[src/rtl/pattern_serializer_pkg.sv]
// pattern_serializer_pkg: shared types and constants for the pattern serializer.
//   - state_e / ST_* : FSM state encoding (IDLE, SHIFT, PAR)
//   - DEF_WIDTH, DEF_DEPTH : default pattern width and memory depth
//   - reset_pattern(k) : power-on / clear contents of pattern memory entry k
package pattern_serializer_pkg;

    localparam int unsigned DEF_WIDTH = 8;
    localparam int unsigned DEF_DEPTH = 8;

    typedef enum logic [1:0] {
        IDLE  = 2'd0,
        SHIFT = 2'd1,
        PAR   = 2'd2
    } state_e;

    // Plain vector constants so state registers stay simple logic vectors.
    localparam logic [1:0] ST_IDLE  = 2'd0;
    localparam logic [1:0] ST_SHIFT = 2'd1;
    localparam logic [1:0] ST_PAR   = 2'd2;

    // Entry k resets to k; callers truncate/zero-extend to their WIDTH.
    function automatic logic [63:0] reset_pattern(input int unsigned k);
        return 64'(k);
    endfunction

endpackage

[src/rtl/pattern_mem.sv]
// pattern_mem: DEPTH x WIDTH pattern register file.
// Ports:
//   i_clk      clock (rising edge)
//   i_clr      synchronous active-high clear; entry k reloads to k
//   i_wr_en    write strobe
//   i_wr_addr  write address
//   i_wr_data  write data
//   i_rd_addr  combinational read address
//   o_rd_data  read data (pre-write contents when read and write collide)
module pattern_mem
    import pattern_serializer_pkg::*;
#(
    parameter int unsigned WIDTH = DEF_WIDTH,
    parameter int unsigned DEPTH = DEF_DEPTH,
    localparam int unsigned SEL_W = $clog2(DEPTH)
) (
    input  logic             i_clk,
    input  logic             i_clr,
    input  logic             i_wr_en,
    input  logic [SEL_W-1:0] i_wr_addr,
    input  logic [WIDTH-1:0] i_wr_data,
    input  logic [SEL_W-1:0] i_rd_addr,
    output logic [WIDTH-1:0] o_rd_data
);

    logic [WIDTH-1:0] r_mem [DEPTH];

    always_ff @(posedge i_clk) begin
        if (i_clr) begin
            for (int unsigned k = 0; k < DEPTH; k++) begin
                r_mem[k] <= WIDTH'(reset_pattern(k));
            end
        end else if (i_wr_en) begin
            r_mem[i_wr_addr] <= i_wr_data;
        end
    end

    // Read straight from the registers: a same-cycle write is not yet visible.
    assign o_rd_data = r_mem[i_rd_addr];

endmodule

[src/rtl/pattern_serializer.sv]
// pattern_serializer: shifts a stored WIDTH-bit pattern out one bit per enabled clock.
// Optional feature macro: PATTERN_SERIALIZER_PARITY_EN (appends an even-parity bit).
// Ports:
//   i_clk        clock (rising edge)
//   i_clr        synchronous active-high reset, highest priority
//   i_en         advance enable; low freezes the frame in progress
//   i_sel        pattern select, sampled at frame start and loop wrap
//   i_start      frame request (pulse or level)
//   i_mode_loop  1 = repeat frames back to back, 0 = one-shot
//   i_msb_first  bit order, sampled with i_sel
//   i_wr_en      pattern write strobe
//   i_wr_addr    pattern write address
//   i_wr_data    pattern write data
//   o_outp       serial data bit (registered)
//   o_bit_idx    index of the bit currently on o_outp
//   o_busy       frame in progress
//   o_done       high while the final bit of a one-shot frame is on o_outp
module pattern_serializer
    import pattern_serializer_pkg::*;
#(
    parameter int unsigned WIDTH = DEF_WIDTH,
    parameter int unsigned DEPTH = DEF_DEPTH,
    localparam int unsigned SEL_W = $clog2(DEPTH),
    localparam int unsigned IDX_W = $clog2(WIDTH + 1)
) (
    input  logic             i_clk,
    input  logic             i_clr,
    input  logic             i_en,
    input  logic [SEL_W-1:0] i_sel,
    input  logic             i_start,
    input  logic             i_mode_loop,
    input  logic             i_msb_first,
    input  logic             i_wr_en,
    input  logic [SEL_W-1:0] i_wr_addr,
    input  logic [WIDTH-1:0] i_wr_data,
    output logic             o_outp,
    output logic [IDX_W-1:0] o_bit_idx,
    output logic             o_busy,
    output logic             o_done
);

    localparam logic [IDX_W-1:0] LAST_DATA = IDX_W'(WIDTH - 1);

`ifdef PATTERN_SERIALIZER_PARITY_EN
    localparam logic [1:0]       ST_FINAL = ST_PAR;
    localparam logic [IDX_W-1:0] LAST_IDX = IDX_W'(WIDTH);
`else
    localparam logic [1:0]       ST_FINAL = ST_SHIFT;
    localparam logic [IDX_W-1:0] LAST_IDX = LAST_DATA;
`endif

    logic [1:0]       r_state, w_state_d;
    logic [WIDTH-1:0] r_word, w_word_d;
    logic             r_order, w_order_d;
    logic [IDX_W-1:0] r_idx, w_idx_d;
    logic             r_outp, w_outp_d;

    logic [WIDTH-1:0] w_rd_data;
    logic [WIDTH-1:0] w_shr;
    logic [IDX_W-1:0] w_nxt_idx;
    logic [IDX_W-1:0] w_pos;
    logic             w_shift_bit;
    logic             w_first_bit;
    logic             w_at_end;
    logic             w_frame_end;
    logic             w_load;

    pattern_mem #(
        .WIDTH (WIDTH),
        .DEPTH (DEPTH)
    ) u_mem (
        .i_clk     (i_clk),
        .i_clr     (i_clr),
        .i_wr_en   (i_wr_en),
        .i_wr_addr (i_wr_addr),
        .i_wr_data (i_wr_data),
        .i_rd_addr (i_sel),
        .o_rd_data (w_rd_data)
    );

    // Next data bit: position counted from the MSB or the LSB depending on latched order.
    assign w_nxt_idx   = r_idx + IDX_W'(1);
    assign w_pos       = r_order ? (LAST_DATA - w_nxt_idx) : w_nxt_idx;
    assign w_shr       = r_word >> w_pos;
    assign w_shift_bit = w_shr[0];
    assign w_first_bit = i_msb_first ? w_rd_data[WIDTH-1] : w_rd_data[0];

    // Final bit of the frame is on o_outp; the loop/stop decision is taken here.
    assign w_at_end    = (r_state == ST_FINAL) && (r_idx == LAST_IDX);
    assign w_frame_end = w_at_end && i_en;
    assign w_load      = i_en && (((r_state == ST_IDLE) && i_start) ||
                                  (w_frame_end && i_mode_loop));

    always_comb begin
        w_state_d = r_state;
        w_word_d  = r_word;
        w_order_d = r_order;
        w_idx_d   = r_idx;
        w_outp_d  = r_outp;

        if ((r_state == ST_SHIFT) && i_en && (r_idx != LAST_DATA)) begin
            w_idx_d  = w_nxt_idx;
            w_outp_d = w_shift_bit;
        end

`ifdef PATTERN_SERIALIZER_PARITY_EN
        if ((r_state == ST_SHIFT) && i_en && (r_idx == LAST_DATA)) begin
            w_state_d = ST_PAR;
            w_idx_d   = IDX_W'(WIDTH);
            w_outp_d  = ^r_word;
        end
`endif

        if (w_frame_end && !i_mode_loop) begin
            w_state_d = ST_IDLE;
            w_idx_d   = '0;
            w_outp_d  = 1'b0;
        end

        // Covers both a fresh start and a seamless loop wrap.
        if (w_load) begin
            w_state_d = ST_SHIFT;
            w_word_d  = w_rd_data;
            w_order_d = i_msb_first;
            w_idx_d   = '0;
            w_outp_d  = w_first_bit;
        end
    end

    always_ff @(posedge i_clk) begin
        if (i_clr) begin
            r_state <= ST_IDLE;
            r_word  <= '0;
            r_order <= 1'b0;
            r_idx   <= '0;
            r_outp  <= 1'b0;
        end else begin
            r_state <= w_state_d;
            r_word  <= w_word_d;
            r_order <= w_order_d;
            r_idx   <= w_idx_d;
            r_outp  <= w_outp_d;
        end
    end

    assign o_outp    = r_outp;
    assign o_bit_idx = r_idx;
    assign o_busy    = (r_state != ST_IDLE);
    assign o_done    = w_at_end && !i_mode_loop;

endmodule

[config.mk]
export PLATFORM = sky130hd
export DESIGN_NAME = pattern_serializer
export DESIGN_NICKNAME = d
export VERILOG_FILES = /design/src/rtl/pattern_serializer_pkg.sv /design/src/rtl/pattern_mem.sv /design/src/rtl/pattern_serializer.sv
export SDC_FILE = /design/constraint.sdc
export NUM_CORES = 1
export LEC_CHECK = 0
export ABC_CLOCK_PERIOD_IN_PS = 2500
export BUFFER_PORTS_ARGS = -buffer_cell sky130_fd_sc_hd__buf_4
export CORE_MARGIN = 4
export CORE_UTILIZATION = 30
export CTS_BUF_LIST = sky130_fd_sc_hd__clkbuf_16
export DETAILED_ROUTE_END_ITERATION = 10
export PLACE_DENSITY_LB_ADDON = 0.1
export SYNTH_ARGS = -nofsm -noshare
export SYNTH_HDL_FRONTEND = slang
export SYNTH_SLANG_ARGS = --single-unit
[constraint.sdc]
create_clock -name i_clk -period 2.5 [get_ports i_clk]
set_input_delay 0.125 -clock i_clk [delete_from_list [all_inputs] [get_ports i_clk]]
set_output_delay 0.125 -clock i_clk [all_outputs]
set_load 0.02 [all_outputs]
==> results.tsv <==
stage	metric	value	unit
outcome	outcome	finished, final reports clean	
clock_tree	cts_sinks	79	
clock_tree	cts_resized	0	
worst_hold_path	holdPathStages	3	
logic_synthesis	yosys.cell_count.top_type	edfxtp_1	
place	place.gp.congestion	0.715	
logic_synthesis	synthTopCellsByCount	edfxtp_1 (64), and2_1 (52), nor2_1 (20), mux4_2 (17), dfxtp_1 (15)	
clock_tree	cts_max_level	3	
floorplanning	die_x	119	µm
routing	drt_wl_total	8350	µm
run	cap_violations	0	
logic_synthesis	ys_types	36	
worst_hold_path	holdPathEnd	r_order	
logic_synthesis	syn_area	3700	µm²
final_layout	area_growth	19.8	%
worst_setup_path	cp_cell_sequence	ha_1 > mux4_1 > nor2_1 > o2bb2ai_1 > or4_4 > a221oi_2	
worst_setup_path	critical_path_arrival	2.29	ns
logic_synthesis	synth_edf_count	64	
clock_tree	clk_latency	0.33	ns
floorplanning	rows	40	
pwr	pwr-share-seq	0.497	
clock_tree	clock_tree.buffer_depth	2	
logic_synthesis	syn_nets	284	
timing	hold_ws	0.0485	ns
timing	fmax	489	MHz
worst_setup_path	regToRegSetupSlack	0.45	ns
clock_tree	cts.hold.buffers_added	0	
routing	antenna_left	0	
floorplanning	fp.dieH	119	µm
place	portBuffers	27	
global_route	grt_antenna_before_repair	0	
global_route	grt_max_degree	23	
worst_setup_path	reg2reg_from	o_bit_idx[1]	
worst_hold_path	min-delay-path-class	in2reg	
pwr	leakagePower	1.59	nW
logic_synthesis	ys_ff_latch	79	
pwr	vdd_ir_drop_max	0.000279	V
clock_tree	root_buffer	clkbuf_16	
global_route	grt_pass1_wl	13100	µm
floorplanning	start_util	0.307	
pwr	netSwitchingPower	0.680	mW
routing	num_vias	2184	
routing	drtIter0Drc	82	
global_route	grt_overflow_total	0	
timing	finalSetupViolations	0	
final_layout	drive_above_1_share	0.250	
logic_synthesis	avgSynthCellArea	14.1	µm²
timing	relSlewSlack	0.706	
floorplanning	dieArea	14200	µm²
timing	finalClockSkew	0.00646	ns
worst_setup_path	end_kind	flip-flop	
pwr	powerDensity	693	nW/µm²
clock_tree	numCtsBuffers	9	
pwr	swShare	0.221	
timing	post-route-period-util	0.818	
global_route	track_usage	0.125	
timing	worst_pin_slew	0.440	ns
clock_tree	post-cts-setup-buffer-count	0	
final_layout	fin_nets	321	
logic_synthesis	yosysSeqAreaShare	0.600	
logic_synthesis	async_flop_share	0	
floorplanning	coreArea	12100	µm²
worst_setup_path	start_kind	flip-flop	
pwr	total_power	3.07	mW
worst_setup_path	worstSetupPathType	reg2reg	
routing	drt-pass1-iter-count	4	
logic_synthesis	synth_warnings	0	
worst_hold_path	min_from	i_msb_first	
routing	route.detailed.drc	0	
worst_setup_path	crit_start	o_bit_idx[1]	
routing	via_per_inst	4.63	
timing	rsz0062_at_grt	no	
worst_setup_path	cp.required	2.75	ns
clock_tree	cts_tree	yes	
logic_synthesis	synth_top_area_share	0.519	
logic_synthesis	synth_largest_area_cell	edfxtp_1	
timing	setup_tns	0	ns
logic_synthesis	synth_area_leaders	edfxtp_1 (52%), mux4_2 (10%), and2_1 (8.8%)	
final_layout	fillCellCount	1176	
timing	slew_viol_final	0	
floorplanning	io_pins	28	
logic_synthesis	synthFlopType	edfxtp_1	
worst_setup_path	timing.rr.end	o_outp	
logic_synthesis	netlist_instances	262	
final_layout	num_antenna_cells	0	
worst_setup_path	r2r_cells	6	
routing	drt-wirelength-per-cell	17.7	µm
worst_setup_path	crit_fanout	5	
timing	hold_viol	0	
worst_setup_path	crit_path_max_incr_delay	0.51	ns
global_route	grt_pass1_vias	2279	
pwr	p_int	2.39	mW
worst_setup_path	slowest_stage	or4_4	
place	hpwl	5710	µm
clock_tree	cts.clk_slew.worst_paths	0.06	ns
pwr	combPwrFrac	0.087	
timing	fin_crit	2.05	ns
pwr	p_clk_frac	0.416	
[final cells by class]
cell class                      instances  area (µm²)  share of cell area
Inverter                                1        3.75            0.000846
Multi-Input combinational cell        170        1420               0.321
Tap cell                              168         210              0.0474
Timing Repair Buffer                   38         285              0.0643
Sequential cell                        79        2220               0.501
Clock buffer                            9         225              0.0508
Clock inverter                          7        66.3              0.0150
[worst max-delay path, delay by kind of cell, from the launching register on]
kind	cells	cell delay [ns]
AND/OR/NAND/NOR	2	0.56
flip-flops	1	0.33
multiplexers	1	0.36
adder cells (fa/ha/maj)	1	0.37
AO/OA/AOI/OAI	2	0.35
[state kept, by name, summed over array words and instances (netlist names)]
signal,cells
u_mem.r_mem,64
r_word,8
o_bit_idx,4
o_outp,1
r_order,1
r_state,1
[cells by family (layout without fill, tap and decap cells)]
group / Yosys count / count (layout) / share of synthesized area
adder cells (fa/ha/maj): 1 / 1 / 0.00338
flip-flops: 79 / 79 / 0.600
AND/OR/NAND/NOR: 115 / 115 / 0.179
multiplexers: 31 / 31 / 0.154
buffers and inverters: 13 / 55 / 0.0159
AO/OA/AOI/OAI: 20 / 20 / 0.0378
XOR/XNOR: 3 / 3 / 0.00912
[per-layer routing]
layer / global-route usage / vias to the layer above / wire [µm]
li1: - / 1053 / -
met1: 0.161 / 1084 / 3790
met2: 0.206 / 41 / 4180
met3: 0.0413 / 6 / 312
met4: 0.0304 / 0 / 70
met5: 0 / - / 0
[per-stage QoR]
step                      area, µm²  std cells  utilization  setup WS, ns
final                          4440        472        0.368         0.454
after CTS                      4440        472        0.368         0.436
after detailed placement       4140        456        0.344         0.452
after global placement         4140        456        0.344         0.487
after floorplan                3700        262            -         0.415
after global routing           4440        472        0.368         0.365
[power groups by stage]
stage               sequential, mW  clock [mW]  combinational, mW
CTS                           1.53        1.31              0.274
floorplan                     1.55           0              0.169
global route                  1.54        1.36              0.294
finish                        1.53        1.28              0.268
global placement              1.56           0              0.273
detailed placement            1.56           0              0.273
[worst max-delay path by stage]
stage / to / cells past startpoint / slack, ns
after floorplan: o_outp / 6 / 0.42
after global placement: o_outp / 6 / 0.49
after detailed placement: o_outp / 6 / 0.45
after CTS: o_outp / 6 / 0.44
after global routing: o_outp / 6 / 0.37
final: o_outp / 6 / 0.45
[cell usage in the layout, fill, tap and decap left out, types with 8 or more instances in the layout]
cell       instances
and2_1            52
buf_4             38
edfxtp_1          64
nor2_1            20
dfxtp_1           15
a211oi_1           8
mux2i_1           11
clkbuf_16          9
mux4_2            17
or3_1             13
Power figures use the tool's default switching activity.
